[src/rtl/mastermind_game_ctrl.sv]
// Mastermind game controller.
// Holds a write-once secret pattern and grades submitted guesses over NCOLORS cycles
// (one colour per cycle). It tracks rounds and the won/lost result, and performs a
// req/done handshake with a display driver for the start animation and for each
// feedback frame.
//
// Ports:
//   clock, reset       clock; synchronous active-high reset
//   start_game         start a game from LOAD, or restart from OVER
//   load_color         write color_to_load into pattern slot color_location
//   color_to_load      pattern colour code
//   color_location     pattern slot index
//   grade_it           submit guess (accepted in PLAY only)
//   guess              guess pegs, peg i = guess[i*CW +: CW]
//   disp_done          display finished the current request
//   disp_req           display request, held until disp_done
//   disp_mode          0 = start animation, 1 = feedback
//   pattern_ready      every slot of the pattern is loaded
//   busy               grading or waiting on the display
//   round_number       current round, 1..MAX_ROUNDS while playing
//   red, white         counts from the last grade
//   feedback           per slot: 2'b10 red, 2'b01 white, 2'b00 none
//   fb_valid           one-cycle pulse when red/white/feedback change
//   won, lost          game result, held in OVER
module mastermind_game_ctrl #(
  parameter int unsigned NPEGS      = 4,
  parameter int unsigned CW         = 3,
  parameter int unsigned NCOLORS    = 6,
  parameter int unsigned MAX_ROUNDS = 10,
  localparam int unsigned RW = $clog2(MAX_ROUNDS + 1),
  localparam int unsigned NW = $clog2(NPEGS + 1),
  localparam int unsigned LW = $clog2(NPEGS)
) (
  input  logic                  clock,
  input  logic                  reset,
  input  logic                  start_game,
  input  logic                  load_color,
  input  logic [CW-1:0]         color_to_load,
  input  logic [LW-1:0]         color_location,
  input  logic                  grade_it,
  input  logic [NPEGS*CW-1:0]   guess,
  input  logic                  disp_done,
  output logic                  disp_req,
  output logic                  disp_mode,
  output logic                  pattern_ready,
  output logic                  busy,
  output logic [RW-1:0]         round_number,
  output logic [NW-1:0]         red,
  output logic [NW-1:0]         white,
  output logic [NPEGS*2-1:0]    feedback,
  output logic                  fb_valid,
  output logic                  won,
  output logic                  lost
);

  localparam logic [2:0] StLoad   = 3'd0;
  localparam logic [2:0] StStartD = 3'd1;
  localparam logic [2:0] StPlay   = 3'd2;
  localparam logic [2:0] StGrade  = 3'd3;
  localparam logic [2:0] StShowD  = 3'd4;
  localparam logic [2:0] StOver   = 3'd5;

  logic [2:0]         state_q, state_d;
  logic [CW-1:0]      pattern_q [NPEGS];
  logic [CW-1:0]      guess_q [NPEGS];
  logic [NPEGS-1:0]   loaded_q;
  logic [CW-1:0]      color_idx_q;
  logic [NW-1:0]      acc_q;
  logic [RW-1:0]      round_q;
  logic [NW-1:0]      red_q, white_q;
  logic [NPEGS*2-1:0] feedback_q;
  logic               fb_valid_q, won_q, lost_q;

  logic               load_ok, grade_last;
  logic [NW-1:0]      red_c, gcnt_c, pcnt_c, min_c, match_c, white_c;
  logic [NPEGS*2-1:0] fb_c;

  assign load_ok = load_color && (32'(color_to_load) < NCOLORS) &&
                   (32'(color_location) < NPEGS) && !loaded_q[color_location];
  assign grade_last = (color_idx_q == CW'(NCOLORS - 1));

  // Exact matches, per-colour histograms for the current colour, and running match total.
  always_comb begin
    red_c  = '0;
    gcnt_c = '0;
    pcnt_c = '0;
    for (int unsigned i = 0; i < NPEGS; i++) begin
      if (guess_q[i] == pattern_q[i]) red_c = red_c + NW'(1);
      if (guess_q[i] == color_idx_q) gcnt_c = gcnt_c + NW'(1);
      if (pattern_q[i] == color_idx_q) pcnt_c = pcnt_c + NW'(1);
    end
    min_c   = (gcnt_c < pcnt_c) ? gcnt_c : pcnt_c;
    match_c = acc_q + min_c;
    white_c = match_c - red_c;
  end

  // Reds fill the low slots, whites follow; match_c is red + white.
  always_comb begin
    fb_c = '0;
    for (int unsigned k = 0; k < NPEGS; k++) begin
      if (NW'(k) < red_c) fb_c[2*k +: 2] = 2'b10;
      else if (NW'(k) < match_c) fb_c[2*k +: 2] = 2'b01;
      else fb_c[2*k +: 2] = 2'b00;
    end
  end

  always_comb begin
    state_d = state_q;
    case (state_q)
      StLoad:   if (start_game && pattern_ready) state_d = StStartD;
      StStartD: if (disp_done) state_d = StPlay;
      StPlay:   if (grade_it) state_d = StGrade;
      StGrade:  if (grade_last) state_d = StShowD;
      StShowD:  if (disp_done) state_d = (won_q || lost_q) ? StOver : StPlay;
      StOver:   if (start_game) state_d = StLoad;
      default:  state_d = StLoad;
    endcase
  end

  always_ff @(posedge clock) begin
    if (reset) begin
      state_q     <= StLoad;
      loaded_q    <= '0;
      color_idx_q <= '0;
      acc_q       <= '0;
      round_q     <= '0;
      red_q       <= '0;
      white_q     <= '0;
      feedback_q  <= '0;
      fb_valid_q  <= 1'b0;
      won_q       <= 1'b0;
      lost_q      <= 1'b0;
      for (int unsigned i = 0; i < NPEGS; i++) begin
        pattern_q[i] <= '0;
        guess_q[i]   <= '0;
      end
    end else begin
      state_q    <= state_d;
      fb_valid_q <= 1'b0;
      case (state_q)
        StLoad: begin
          if (load_ok) begin
            pattern_q[color_location] <= color_to_load;
            loaded_q[color_location]  <= 1'b1;
          end
          if (start_game && pattern_ready) begin
            round_q <= RW'(1);
            won_q   <= 1'b0;
            lost_q  <= 1'b0;
          end
        end
        StPlay: begin
          if (grade_it) begin
            for (int unsigned i = 0; i < NPEGS; i++) guess_q[i] <= guess[i*CW +: CW];
            color_idx_q <= '0;
            acc_q       <= '0;
          end
        end
        StGrade: begin
          if (grade_last) begin
            red_q      <= red_c;
            white_q    <= white_c;
            feedback_q <= fb_c;
            fb_valid_q <= 1'b1;
            if (red_c == NW'(NPEGS)) won_q <= 1'b1;
            else if (round_q == RW'(MAX_ROUNDS)) lost_q <= 1'b1;
            else round_q <= round_q + RW'(1);
          end else begin
            color_idx_q <= color_idx_q + CW'(1);
            acc_q       <= match_c;
          end
        end
        StOver: begin
          if (start_game) begin
            loaded_q <= '0;
            round_q  <= '0;
            won_q    <= 1'b0;
            lost_q   <= 1'b0;
            for (int unsigned i = 0; i < NPEGS; i++) pattern_q[i] <= '0;
          end
        end
        default: ;
      endcase
    end
  end

  assign disp_req      = (state_q == StStartD) || (state_q == StShowD);
  assign disp_mode     = (state_q == StShowD);
  assign busy          = (state_q == StGrade) || disp_req;
  assign pattern_ready = &loaded_q;
  assign round_number  = round_q;
  assign red           = red_q;
  assign white         = white_q;
  assign feedback      = feedback_q;
  assign fb_valid      = fb_valid_q;
  assign won           = won_q;
  assign lost          = lost_q;

endmodule

[config.mk]
export PLATFORM = sky130hd
export DESIGN_NAME = mastermind_game_ctrl
export DESIGN_NICKNAME = d
export VERILOG_FILES = /design/src/rtl/mastermind_game_ctrl.sv
export SDC_FILE = /design/constraint.sdc
export NUM_CORES = 1
export LEC_CHECK = 0
export BUFFER_PORTS_ARGS = -buffer_cell sky130_fd_sc_hd__buf_2
export CORE_MARGIN = 4
export CORE_UTILIZATION = 45
export CTS_BUF_LIST = sky130_fd_sc_hd__clkbuf_8
export DETAILED_ROUTE_END_ITERATION = 16
export PLACE_DENSITY = 0.7
export SYNTH_ARGS = -nofsm -noshare
export SYNTH_HDL_FRONTEND = slang
export SYNTH_SLANG_ARGS = --single-unit
[constraint.sdc]
create_clock -name clock -period 12.4 [get_ports clock]
set_input_delay 0.62 -clock clock [delete_from_list [all_inputs] [get_ports clock]]
set_output_delay 0.62 -clock clock [all_outputs]
set_load 0.02 [all_outputs]
# After elaboration in Yosys (flattened, before gate mapping)

Memories as Yosys holds them, arrays and structs flattened.
Cells that the tools add are included.
W data, S select, Z words.

Logic and storage cells: 183
Memories kept: 2
RAM bits: 24
Bits of input ports: 23
Output and inout bits: 25
Register bits: 34

Add/sub/neg operators: 13
Multiplexer cells: 81
Eq/ne operators: 32
Reduce and logical (&&, ||, !) cells: 22
$lt $le $gt $ge: 12
Bitwise operators: 10

Memory list:

| name      | words | bits a word | read ports | clocked after Yosys merged registers in | wr ports | RTL line | RTL |
|---|---|---|---|---|---|---|---|
| guess_q   | 4     | 3           | 4          | 0                                       | 4        | 65       | `logic [CW-1:0] guess_q [NPEGS];` |
| pattern_q | 4     | 3           | 4          | 0                                       | 4        | 64       | `logic [CW-1:0] pattern_q [NPEGS];` |

Operator list:

| cell                  | number |
|---|---|
| $mux W3               | 28 |
| $eq A3 B3 Y1          | 12 |
| $mux W1               | 32 |
| $add A3 B1 Y3 const B | 9 |
| $mux W4               | 6 |
| $ne A2 B2 Y1 const B  | 12 |
| $pmux W3 S6           | 1 |
| $reduce_and A6 Y1     | 3 |
| $eq A3 B3 Y1 const B  | 4 |
| $lt A1 B3 Y1 const A  | 4 |
| $lt A2 B3 Y1 const A  | 4 |
| $mux W2               | 6 |
| $pmux W3 S2           | 2 |
| $pmux W4 S3           | 1 |
| $or A1 B1 Y1          | 8 |
| $pmux W4 S2           | 1 |
| $eq A3 B2 Y1 const B  | 2 |
| $pmux W1 S3           | 2 |
| $reduce_and A3 Y1     | 2 |
| $reduce_and A5 Y1     | 1 |
| $add A4 B1 Y4 const B | 1 |
| $eq A4 B4 Y1 const B  | 1 |
| $logic_and A1 B1 Y1   | 4 |
| $or A4 B4 Y4          | 1 |
| 20 further kinds      | 23 |

# Depth between registers and ports, before layout

An unclocked memory read counts as a cell.

Depth in word-level cells: 15
Gate-level depth with buffers: 23
Mapped depth without buffers: 22

# Worst setup path before layout

OpenSTA, ideal clock, no wires.

Kind: flip-flop to flip-flop
From: register color_idx_q[2]
To: register white_q[2] (netlist: white[2])
Buffers on the path: 1
Path slack: 7.876 ns
Clock period less this slack: 4.524 ns
Setup time: 0.071 ns
Arrival time: 4.453 ns
Required time: 12.329 ns
Stages on the path, launching flop included: 21
Path through: dfxtp_1 buf_4 xnor2_1 and3_1 ha_1 or4_1 nand2_1 ha_1 mux2i_1 ha_1 nor2_1 nor2_1 o22ai_1 o31a_1 ha_1 inv_1 fa_1 fa_1 xnor3_1 nand2_1 a21oi_1

Word-level cells in the longest chain between the ends: 12
Elaborated cells on any way between the ends: 28
Classes of those cells: 8 x add/sub; 1 x order compare; 9 x eq/ne; 9 x mux; 1 x reduce/logical

Ends and longest elaborated chain:

| item                             | RTL line | RTL |
|---|---|---|
| start: declaration               | 67       | `logic [CW-1:0] color_idx_q;` |
| start signal: assignment         | 169      | `color_idx_q <= color_idx_q + CW'(1);` |
| $eq A3 B3 Y1 (on tied branches)  | 89, 90   |  |
| $mux W1 (on tied branches)       | 89, 90   |  |
| $add A3 B1 Y3 (on tied branches) | 89, 90   |  |
| $mux W3 (on tied branches)       | 89, 90   |  |
| $add A3 B1 Y3 (on tied branches) | 89, 90   |  |
| $mux W3 (on tied branches)       | 89, 90   |  |
| $add A3 B1 Y3 (on tied branches) | 89, 90   |  |
| $mux W3 (on tied branches)       | 89, 90   |  |
| $lt A3 B3 Y1                     | 92       | `min_c = (gcnt_c < pcnt_c) ? gcnt_c : pcnt_c;` |
| $mux W3                          | 92       |  |
| $add A3 B3 Y3                    | 93       | `match_c = acc_q + min_c;` |
| $sub A3 B3 Y3                    | 94       | `white_c = match_c - red_c;` |
| end signal: assignment           | 162      | `white_q <= white_c;` |
| end: declaration                 | 70       | `logic [NW-1:0] red_q, white_q;` |

Several ways; a longest one is shown, not always the timed one.
A chain may end at the register's enable or synchronous reset.

# Final worst setup path

From: register color_idx_q[0]
To: register white_q[2] (netlist: white[2])

The elaborated chain is that of the path after synthesis.

==> flow_summary.yaml <==
power_and_ir_drop:
  powerDensity_mw_per_mm2: 153
  vdd_drop_max_mv: 0.0827
  leakagePower_nw: 1.78
  p_total_w: 0.000640
worst_setup_path:
  crit_type: "register to register"
  crit_required_ps: 12680
  worst_ep_arrival_time_ps: 5310
  crit_fanout: 12
  cp-end-kind: "register"
  startpoint_type: "register"
sta:
  tns_ps: 0
  holdWs_ps: 450
  fmax_mhz: 198
  finalHoldViolations: 0
  finalSetupViolCount: 0
  fin_skew_ps: 7.30
  slew_violations: 0
  relSlewSlack: 0.192
  period_minus_slack_ps: 5040
  rsz0062_at_grt: "false"
  finalCritPeriodShare: 0.406
  tightest_slew_ps: 1210
  setup_slack_ps: 7360
yosys:
  synth_edf_count: 24
  yosysSeqAreaShare: 0.376
  synth-seq-cells: 57
  syn-cell-area_mm2: 0.00367
  ys.flop_type: "dfxtp_1"
  syn_area_per_cell_um2: 9.22
  ys_types: 56
  synthesis.instances: 398
  async_flop_share: 0
  synth.net_count: 442
  ys.warnings.count: 0
floorplan:
  rows: 32
  initial_core_util: 0.468
  die-area_mm2: 0.00967
  die_height_um: 98.3
  die_width_um: 98.3
  core_mm2: 0.00785
  io-pin-count: 48
job:
  max_cap_violations: 0
global_route:
  grt_usage: 0.167
  antenna_found_initial: 0
  grt_max_degree: 31
  grt_pass1_wl_um: 13000
  grt_pass1_vias: 2753
  grt_overflow: 0
cts:
  cts_tree: "built"
  max-clock-path-buffers: 2
  cts_buffers: 9
  cts_max_level: 3
  cts_resized: 0
  cts_hold_buf: 0
  clk_latency_ps: 340
  clock_sinks: 57
  cts_root_buffer: "clkbuf_8"
  post_cts_buffers: 0
  clkTransAtPathRegs_ps: 70
placement:
  pre_cts_ws_ps: 7380
  io_buffers: 47
  place_hpwl_um: 5910
  gp_congestion: 0.825
layout:
  final_common_cell: "buf_2"
  mostFrequentLayoutCells: "buf_2 (47), nor2_1 (41), dfxtp_1 (33)"
  area_growth_pct: 13.8
  drive_gt1_frac: 0.166
  nNetsFinal: 485
  diodes: 0
  nFillCells: 754
detailed_routing:
  ant_nets: 0
  via_per_inst: 5.26
  vias: 2884
  first_iter_violations: 103
  first_pass_iters: 4
  wirelength_um: 7640
  drc: 0
  avgRoutedWirePerCell_um: 13.9
hold_path:
  hp-class: "register to register"
run_status:
  outcome: "finished, final reports clean"
==> routing by layer <==
layer | part of all wire | vias to the layer above | routed length (um) | global-route usage
li1 | - | 1484 | - | -
met1 | 0.46 | 1346 | 3480 | 0.217
met2 | 0.49 | 47 | 3720 | 0.269
met3 | 0.045 | 7 | 341 | 0.0407
met4 | 0.013 | 0 | 102 | 0.0609
met5 | 0 | - | 0 | 0
==> per-stage QoR <==
| stage | std cells | area, um2 | utilization |
|---|---|---|---|
| after floorplan | 398 | 3670 | - |
| after global placement | 532 | 3960 | 0.504 |
| after detailed placement | 532 | 3960 | 0.504 |
| after CTS | 548 | 4180 | 0.533 |
| after global routing | 548 | 4180 | 0.533 |
| final | 548 | 4180 | 0.533 |
==> synth_stat cells, drive strengths merged (5+ instances only) <==
master  number  share of area
a211oi       6          0.012
dfxtp       33           0.18
nor3        18          0.029
nor2b        5         0.0085
nand2b       6          0.010
and3         5         0.0085
inv         25          0.026
nor2        41          0.042
a21oi       15          0.020
buf          5          0.010
clkbuf      10          0.010
ha          19          0.065
nand2       26          0.027
and2        25          0.043
o22ai        6          0.010
xnor2       30          0.072
xor2        19          0.045
o21ai        8          0.011
nand3        8          0.011
a31oi        7          0.012
edfxtp      24           0.20
==> registers in the layout, summed over array words and instances (netlist names) <==
register      flops
color_idx_q       3
red               3
pattern_q        12
round_number      4
loaded_q          4
feedback          7
lost              1
won               1
acc_q             3
state_q           3
white             3
fb_valid          1
guess_q          12
==> cell type report <==
class / instances / area [um2] / share of cell area
clock buffer: 10 / 138 / 0.0329
clock inverter: 6 / 82.6 / 0.0198
multi-input combinational: 301 / 2120 / 0.507
timing repair buffer: 47 / 235 / 0.0563
inverter: 25 / 93.8 / 0.0225
sequential: 57 / 1380 / 0.331
tap: 102 / 128 / 0.0305
==> kinds of logic after synthesis <==
group / Yosys count / share of synthesized area
xor+xnor: 50 / 0.123
compound gates: 69 / 0.132
simple gates: 153 / 0.219
mux: 8 / 0.0273
flops: 57 / 0.376
buf+inv: 40 / 0.0460
fa+ha+maj: 21 / 0.0757
==> final timing paths <==
check	endpoint	from	slack [ps]	cells after the start
max	white[2]$_SDFFE_PP0P_	color_idx_q[0]$_SDFFE_PP0P_	7360	20
min	feedback[0]$_SDFFE_PP0P_	feedback[0]$_SDFFE_PP0P_	450	2
max reg2reg	white[2]$_SDFFE_PP0P_	color_idx_q[0]$_SDFFE_PP0P_	7360	20
min reg2reg	feedback[0]$_SDFFE_PP0P_	feedback[0]$_SDFFE_PP0P_	450	2
==> critical path, cell delays in order (launching register included) <==
cell and delay [ps]:
dfxtp_1 690, xnor2_1 130, and3_1 220, ha_1 330
nor4_1 440, nor2_1 90, inv_1 70, ha_1 210
mux2_2 270, ha_1 290, nor2_1 170, nor2_1 60
o22ai_1 130, o31a_1 160, ha_1 130, inv_1 50
fa_1 520, fa_1 440, xnor3_1 360, nand2_1 50
a21oi_1 160
==> where the power goes <==
group	internal (W)	switching [W]	leakage, nW	total [W]
combinational	0.0000922	0.000119	1.15	0.000211
clock	0.000117	0.0000760	0.117	0.000193
sequential	0.000211	0.0000242	0.516	0.000235
Power figures use the tool's default switching activity.
